`config.mk`:
```
export PLATFORM = sky130hd
export DESIGN_NAME = div_datapath
export DESIGN_NICKNAME = d
export VERILOG_FILES = /design/src/rtl/div_pkg.sv /design/src/rtl/div_datapath_addsub.sv /design/src/rtl/div_datapath.sv
export SDC_FILE = /design/constraint.sdc
export NUM_CORES = 1
export LEC_CHECK = 0
export BUFFER_PORTS_ARGS = -buffer_cell sky130_fd_sc_hd__buf_2
export CELL_PAD_IN_SITES_DETAIL_PLACEMENT = 1
export CELL_PAD_IN_SITES_GLOBAL_PLACEMENT = 2
export CORE_MARGIN = 2
export CORE_UTILIZATION = 37
export CTS_BUF_LIST = sky130_fd_sc_hd__clkbuf_4
export CTS_CLUSTER_SIZE = 40
export DETAILED_ROUTE_END_ITERATION = 7
export GPL_TIMING_DRIVEN = 1
export HOLD_SLACK_MARGIN = 0.06
export PLACE_DENSITY = 0.86
export SLEW_MARGIN = 10
export SYNTH_ARGS = -nofsm -noshare
export SYNTH_HDL_FRONTEND = slang
export SYNTH_SLANG_ARGS = --single-unit
```
`constraint.sdc`:
```
create_clock -name clock -period 5.2 [get_ports clock]
set_input_delay 0.52 -clock clock [delete_from_list [all_inputs] [get_ports clock]]
set_output_delay 0.52 -clock clock [all_outputs]
set_load 0.05 [all_outputs]
```
`src/rtl/div_pkg.sv`:
```
// Shared types and helpers for the iterative non-restoring divider datapath.
// Latency: none (declarations only).
// Backpressure: none (declarations only).
package div_pkg;

   localparam int DIV_WIDTH = 32;

   // Listed from highest to lowest priority. When several commands are
   // asserted in one cycle, the decoder picks the first one in this list.
   typedef enum logic [2:0] {
      CMD_LOAD,
      CMD_READY,
      CMD_SHIFT,
      CMD_SUB,
      CMD_ADD,
      CMD_NOP
   } div_cmd_e;

   // Magnitude of a two's complement value, read back as unsigned.
   // The most negative input maps onto itself, which is the correct
   // unsigned magnitude 2^(DIV_WIDTH-1).
   function automatic logic [DIV_WIDTH-1:0] abs_u(input logic [DIV_WIDTH-1:0] x);
      return x[DIV_WIDTH-1] ? -x : x;
   endfunction

endpackage

```
`src/rtl/div_datapath_addsub.sv`:
```
// N-bit adder/subtractor shared by the add, sub and remainder-correction steps.
// Latency: purely combinational.
// Backpressure: none.
// Ports: a_dat/b_dat operands, sub_en selects a-b (else a+b), sum_dat result.
// The carry out of the top bit is discarded.
module addsub_n #(
   parameter int N = 33
) (
   input  logic [N-1:0] a_dat,
   input  logic [N-1:0] b_dat,
   input  logic         sub_en,
   output logic [N-1:0] sum_dat
);

   logic [N-1:0] b_eff;
   logic [N-1:0] cin;

   always_comb begin
      b_eff = sub_en ? ~b_dat : b_dat;
      cin   = {{(N-1){1'b0}}, sub_en};
   end

   // Subtraction as a + ~b + 1, which keeps a single carry chain.
   assign sum_dat = a_dat + b_eff + cin;

endmodule

```
`src/rtl/div_datapath.sv`:
```
// Register/arithmetic half of the non-restoring divider; runs one FSM command per cycle.
// Latency: one clock per command; data_resultRDY rises on the edge after ready is sampled.
// Backpressure: none; the FSM paces the datapath and the result pulse cannot be stalled.
// Ports:
//   clock, reset_n          : clock and synchronous active-low reset
//   load, operandA/B        : start a new division with signed operands
//   shiftQuotient/sub/add/nop/ready : per-cycle commands from the divider FSM
//   MSB, Q0                 : remainder sign and quotient LSB back to the FSM
//   data_result/remainder/exception/resultRDY : finished signed result
module div_datapath
   import div_pkg::*;
#(
   parameter int WIDTH = DIV_WIDTH
) (
   input  logic             clock,
   input  logic             reset_n,
   input  logic             load,
   input  logic [WIDTH-1:0] operandA,
   input  logic [WIDTH-1:0] operandB,
   input  logic             shiftQuotient,
   input  logic             sub,
   input  logic             add,
   input  logic             nop,
   input  logic             ready,
   output logic             MSB,
   output logic             Q0,
   output logic [WIDTH-1:0] data_result,
   output logic [WIDTH-1:0] data_remainder,
   output logic             data_exception,
   output logic             data_resultRDY
);

   localparam logic [WIDTH-1:0] MIN_NEG = {1'b1, {(WIDTH-1){1'b0}}};

   div_cmd_e         cmd;

   logic [WIDTH:0]   r_q, r_d;
   logic [WIDTH:0]   d_q, d_d;
   logic [WIDTH-1:0] q_q, q_d;
   logic             sa_q, sa_d;
   logic             sb_q, sb_d;
   logic             exc_q, exc_d;
   logic [WIDTH-1:0] result_q, result_d;
   logic [WIDTH-1:0] remainder_q, remainder_d;
   logic             exception_q, exception_d;
   logic             rdy_q, rdy_d;

   logic [WIDTH-1:0] a_abs;
   logic [WIDTH-1:0] b_abs;
   logic [WIDTH:0]   sum;
   logic [WIDTH-1:0] rc_lo;
   logic             load_exc;

   // Operand magnitudes: the package helper covers the default width, other
   // widths fall back to the same expression sized locally.
   if (WIDTH == DIV_WIDTH) begin : g_abs_pkg
      assign a_abs = abs_u(operandA);
      assign b_abs = abs_u(operandB);
   end else begin : g_abs_local
      assign a_abs = operandA[WIDTH-1] ? -operandA : operandA;
      assign b_abs = operandB[WIDTH-1] ? -operandB : operandB;
   end

   // Divide by zero, or the one signed quotient that does not fit (MIN / -1).
   assign load_exc = (operandB == '0) | ((operandA == MIN_NEG) & (operandB == '1));

   // Command priority encoder.
   always_comb begin
      cmd = CMD_NOP;
      if (load)               cmd = CMD_LOAD;
      else if (ready)         cmd = CMD_READY;
      else if (shiftQuotient) cmd = CMD_SHIFT;
      else if (sub)           cmd = CMD_SUB;
      else if (add)           cmd = CMD_ADD;
      else if (nop)           cmd = CMD_NOP;
   end

   // One adder serves sub, add and the final correction (R + D, add mode).
   addsub_n #(
      .N (WIDTH + 1)
   ) u_addsub (
      .a_dat   (r_q),
      .b_dat   (d_q),
      .sub_en  (cmd == CMD_SUB),
      .sum_dat (sum)
   );

   // A negative final partial remainder is restored by adding D back once.
   assign rc_lo = r_q[WIDTH] ? sum[WIDTH-1:0] : r_q[WIDTH-1:0];

   always_comb begin
      r_d         = r_q;
      q_d         = q_q;
      d_d         = d_q;
      sa_d        = sa_q;
      sb_d        = sb_q;
      exc_d       = exc_q;
      result_d    = result_q;
      remainder_d = remainder_q;
      exception_d = exception_q;
      rdy_d       = 1'b0;

      case (cmd)
         CMD_LOAD: begin
            q_d   = a_abs;
            d_d   = {1'b0, b_abs};
            r_d   = '0;
            sa_d  = operandA[WIDTH-1];
            sb_d  = operandB[WIDTH-1];
            exc_d = load_exc;
         end
         CMD_READY: begin
            result_d    = exc_q ? '0 : ((sa_q ^ sb_q) ? -q_q : q_q);
            remainder_d = exc_q ? '0 : (sa_q ? -rc_lo : rc_lo);
            exception_d = exc_q;
            rdy_d       = 1'b1;
         end
         CMD_SHIFT: begin
            // The old sign bit of R falls off the top; Q[0] fills with 0.
            {r_d, q_d} = {r_q[WIDTH-1:0], q_q, 1'b0};
         end
         CMD_SUB, CMD_ADD: begin
            r_d = sum;
            q_d = {q_q[WIDTH-1:1], ~sum[WIDTH]};
         end
         default: begin
         end
      endcase
   end

   always_ff @(posedge clock) begin
      if (!reset_n) begin
         r_q         <= '0;
         q_q         <= '0;
         d_q         <= '0;
         sa_q        <= 1'b0;
         sb_q        <= 1'b0;
         exc_q       <= 1'b0;
         result_q    <= '0;
         remainder_q <= '0;
         exception_q <= 1'b0;
         rdy_q       <= 1'b0;
      end else begin
         r_q         <= r_d;
         q_q         <= q_d;
         d_q         <= d_d;
         sa_q        <= sa_d;
         sb_q        <= sb_d;
         exc_q       <= exc_d;
         result_q    <= result_d;
         remainder_q <= remainder_d;
         exception_q <= exception_d;
         rdy_q       <= rdy_d;
      end
   end

   assign MSB            = r_q[WIDTH];
   assign Q0             = q_q[0];
   assign data_result    = result_q;
   assign data_remainder = remainder_q;
   assign data_exception = exception_q;
   assign data_resultRDY = rdy_q;

endmodule
```
Yosys cells after proc, flatten, opt, wreduce, memory -nomap -nowiden
Index checks and enable logic that the tools add are counted.
Storage, ports and cells
  output and inout bits: 68
  register bits after elaboration: 166
  input port bits: 72
Operators by class
  $add $sub $neg: 6
  reduce and logical (&&, ||, !) cells: 6
  equality and inequality tests: 6
  bitwise operators: 6
  mux-type cells: 16
Operators with widths (number)
  $mux W32: 7
  $neg A32 Y32: 4
  $pmux W33 S3: 1
  $pmux W32 S3: 1
  $eq A32 B32 Y1 const B: 2
  $add A33 B1 Y33: 1
  $add A33 B33 Y33: 1
  $mux W33: 1
  $not A32 Y33: 1
  $logic_not A32 Y1: 1
  $mux W3: 4
  $eq A3 B2 Y1 const B: 2
  $eq A3 B1 Y1 const B: 1
  $eq A3 B3 Y1 const B: 1
  $logic_not A3 Y1: 1
  $reduce_bool A3 Y1: 1
  $mux W1: 2
  $not A1 Y1: 2
  $reduce_and A2 Y1: 1
  $reduce_bool A2 Y1: 1
  $reduce_or A2 Y1: 1
  $and A1 B1 Y1: 1
  $or A1 B1 Y1: 1
  $xor A1 B1 Y1: 1

Depth between registers and ports, before layout
  depth after elaboration: 13
  depth in mapped cells: 18
  mapped depth without buffers: 14

Cells and area by module
A second synthesis with hierarchy kept.
Unflattened totals
  cell total of the unflattened synthesis: 1498
  area, all modules: 11654.9 um^2
Modules (own cells, without submodules)
  div_datapath: seq. area each 3323.2 um^2, cells an instance 1205, area each 9569.2 um^2, times used 1
  addsub_n: seq. area each 0.0 um^2, cells an instance 293, area each 2085.8 um^2, times used 1

Worst setup path before layout
OpenSTA, ideal clock, no wires.
  path type: input port to flip-flop
  from: input load
  to: register remainder_q[28] (netlist: data_remainder[28])
  path buffers: 4
  path slack: 0.390 ns
  stages on the path: 17
  arrival: 4.730 ns
  data required time: 5.120 ns
  cell sequence: buf_2 nor4b_2 buf_4 clkbuf_1 xor2_1 ha_1 a211oi_2 o21ai_0 and4_1 or4_1 a31oi_1 and3_1 clkbuf_2 nand3_1 or4_1 mux2_2 o211ai_1
On the way
  cells in the longest elaborated chain, start to end: 9
  elaborated cells between the ends (all ways): 10
  classes of those cells: add/sub (3); eq/ne (2); mux (5)
RTL lines
  start: declaration: line div_datapath.sv:17  | input logic load,
  $mux W3 *: line div_datapath.sv:70  | if (load) cmd = CMD_LOAD;
  $eq A3 B2 Y1: line div_datapath.sv:84  | .sub_en (cmd == CMD_SUB),
  $mux W33: line div_datapath_addsub.sv:19  | b_eff = sub_en ? ~b_dat : b_dat;
  $add A33 B33 Y33: line div_datapath_addsub.sv:24  | assign sum_dat = a_dat + b_eff + cin;
  $add A33 B1 Y33: line div_datapath_addsub.sv:24
  $mux W32: line div_datapath.sv:89  | assign rc_lo = r_q[WIDTH] ? sum[WIDTH-1:0] : r_q[WIDTH-1:0];
  $neg A32 Y32: line div_datapath.sv:114  | remainder_d = exc_q ? '0 : (sa_q ? -rc_lo : rc_lo);
  $mux W32 (2 in a row): line div_datapath.sv:114
  end signal: assignment: line div_datapath.sv:151  | remainder_q <= remainder_d;
  end: declaration: line div_datapath.sv:44  | logic [WIDTH-1:0] remainder_q, remainder_d;
Mark *: on every way between the ends. The rest lies on a longest branch, timed or not.
A chain may end at the register's enable or synchronous reset.

Final worst setup path
  from: input shiftQuotient
  to: register remainder_q[31] (netlist: data_remainder[31])
On the way
  cells in the longest elaborated chain, start to end: 11
  elaborated cells between the ends (all ways): 12
  classes of those cells: add/sub (3); eq/ne (2); mux (7)
RTL lines
  start: declaration: line div_datapath.sv:20  | input logic shiftQuotient,
  $mux W3 *: line div_datapath.sv:72  | else if (shiftQuotient) cmd = CMD_SHIFT;
  $mux W3 *: line div_datapath.sv:71  | else if (ready) cmd = CMD_READY;
  $mux W3 *: line div_datapath.sv:70
  $eq A3 B2 Y1: line div_datapath.sv:84
  $mux W33: line div_datapath_addsub.sv:19
  $add A33 B33 Y33: line div_datapath_addsub.sv:24
  $add A33 B1 Y33: line div_datapath_addsub.sv:24
  $mux W32: line div_datapath.sv:89
  $neg A32 Y32: line div_datapath.sv:114
  $mux W32 (2 in a row): line div_datapath.sv:114
Marked as above.

==> flow_summary.toml <==
[clock_tree]
cts_setup_buffers = 0
cts_resized = 0
clock-root-buffer = "clkbuf_4"
htreeDepth = 4
cts_hold_buf = 0
cts_max_path_buffers = 2
clk_pin_slew_ns = 0.15
clkLatencyLatePin_ns = 0.63
tritoncts = "done"
numClockSinks = 166
numCtsBuffers = 17

[routing]
drt-vias-per-instance = 5.94
final_antenna_net_count = 0
drc = 0
wire_per_inst_um = 20.7
routed-via-count = 12300
wl_met1_mm = 20.1
dr_wl_met2_mm = 19.8
wl_mm = 43.0
drt_iter0_drc = 952
top_layer = "met5"
first_pass_iters = 6
met3_length_mm = 1.83

[logic_synthesis]
synth.most_common_cell = "dfxtp_1"
synth-seq-cells = 166
yosysSeqAreaShare_pct = 26.8
synthTopCellsByArea = "dfxtp_1 27%, xor2_1 7.1%, o211a_1 5.3%"
synth_flop_cell = "dfxtp_1"
synth.cell_area_mm2 = 0.0124
synth_cells = 1520
synth.yosys.warnings = 0
yosysTopAreaCellShare_pct = 26.8
syn_nets = 1631
ys_top_cells_by_count = "166 x dfxtp_1, 143 x nand2_1, 101 x xor2_1"
ys_types = 85
synth_edf_count = 0
syn_avg_cell_area_um2 = 8.14
async_flop_share_pct = 0
synth.largest_area_cell = "dfxtp_1"

[sta]
rsz0062_at_grt = "no"
finalSetupViolations = 0
min_period_over_period_pct = 88.9
period_needed_ns = 4.63
tightest_slew_ns = 1.16
skew_ns = 0.0309
relSlewSlack_pct = 22.8
final_max_slew_viol_count = 0
finalHoldViolations = 0
hold_ws_ns = 0.259
max_freq_ghz = 0.216

[global_routing]
grt_max_degree = 119
grt_pass1_vias = 12200
antenna_found_initial = 5
grt_usage_pct = 24.3
grt_pass1_wl_mm = 68.6
grt_overflow = 0

[critical_path]
path_cells = "buf_2 > nor4b_4 > buf_4 > xor2_1 > inv_1 > fa_1 > nor2b_1 > o31a_1 > o211ai_1 > a211oi_1 > nor2_1 > xnor2_1 > o41a_1 > nor4b_2 > mux2_2 > nand2_1"
cp-start-kind = "primary input"
path_class = "primary input to register"
cp.required_ns = 5.76
cp.arrival_ns = 5.19
worst_path_max_delay_cell = "o41a_1"
crit_path_max_fanout = 10
cpPeakStageDelay_ns = 0.53
endpoint_kind = "register"

[placed_design]
place_congestion = 0.884
placed_area_mm2 = 0.0136
dp_hpwl_mm = 32.3
io_buffers = 138
dp_cells = 2044

[power]
cellLeakagePower_uw = 0.00595
p_total_uw = 3140
power_density_mw_per_mm2 = 225
vdd_drop_max_mv = 0.130

[layout]
area_growth_pct = 12.8
finish.instance_area_mm2 = 0.0140
layout.nets = 1732
final_core_util_pct = 42.7
drive_gt1_share_pct = 16.0
instances_no_fill = 2077

[job]
maxCapViolations = 0

[die]
std_cell_rows = 66
coreArea_mm2 = 0.0327
die_w_um = 187
start_util_pct = 37.9
io_pins = 140
die_height_um = 187
dieArea_mm2 = 0.0349

[status]
status = "completed"

[hold_path]
hold_class = "primary input to register"
==> layout by cell type (no fill, tap or decap), drive strengths merged, types with 17 or more instances in the layout <==
cell	instances
buf	190
dfxtp	166
nand2	143
xor2	101
nor2b	91
o21ai	85
xnor2	66
o211a	65
inv	61
a21oi	57
nor2	52
a22oi	44
ha	38
o31ai	36
nor3	34
o221ai	26
nand3	25
a222oi	23
or4	22
or3	22
o21a	18
nand4	17
clkbuf	17
==> area by class of cell <==
| class | count | area [µm²] |
|---|---|---|
| Inverter | 53 | 199 |
| Multi-Input combinational cell | 1193 | 8470 |
| Antenna cell | 1 | 2.50 |
| Clock buffer | 17 | 128 |
| Fill cell | 4068 | 18700 |
| Clock inverter | 15 | 189 |
| Timing Repair Buffer | 190 | 1100 |
| Tap cell | 442 | 553 |
| Sequential cell | 166 | 3320 |
==> worst paths after layout <==
kind / start / end / cells after the start / slack [ns]
setup / recovery: shiftQuotient / data_remainder[31] / 16 / 0.57
hold / removal: operandB[0] / d_q[0] / 3 / 0.26
setup reg to reg: d_q[4] / data_remainder[28] / 12 / 0.79
hold reg to reg: data_remainder[27] / data_remainder[27] / 2 / 0.47
==> per-stage QoR <==
stage	setup slack [ns]	TNS, ns
CTS	0.649	0
global route	0.358	0
floorplan	0.390	0
finish	0.575	0
detailed placement	-0.00810	-0.00810
global placement	0.0600	0
==> critical path: cells and delay by family <==
| family | cells | cell delay, ns |
|---|---|---|
| adder cells (fa/ha/maj) | 1 | 0.43 |
| XOR/XNOR | 2 | 0.43 |
| AND/OR/NAND/NOR | 5 | 1.35 |
| buffers and inverters | 3 | 0.48 |
| AO/OA/AOI/OAI | 4 | 1.62 |
| multiplexers | 1 | 0.38 |
==> cells by family after synthesis <==
kind of cell,share of synthesized area (%)
adder cells (fa/ha/maj),4.00
flip-flops,26.8
AND/OR/NAND/NOR,21.0
multiplexers,1.84
AO/OA/AOI/OAI,29.5
buffers and inverters,4.98
XOR/XNOR,11.8
==> flip-flops by register name, indices dropped and copies added, names as in the netlist <==
signal / count
data_exception: 1
data_remainder: 32
exc_q: 1
sb_q: 1
data_resultRDY: 1
data_result: 32
q_q: 32
r_q: 33
d_q: 32
sa_q: 1
==> report_power, final <==
part | switching [µW] | internal, µW | leakage, µW
logic | 540 | 317 | 0.00442
clock network | 564 | 310 | 0.000170
registers | 68.8 | 1340 | 0.00136
==> metal layers <==
metal	vias to the layer above	global-route usage (%)
li1	5870	-
met1	6096	32.2
met2	299	40.2
met3	63	3.68
met4	6	8.52
met5	-	0
No activity file was read; power rests on OpenSTA's default activity.
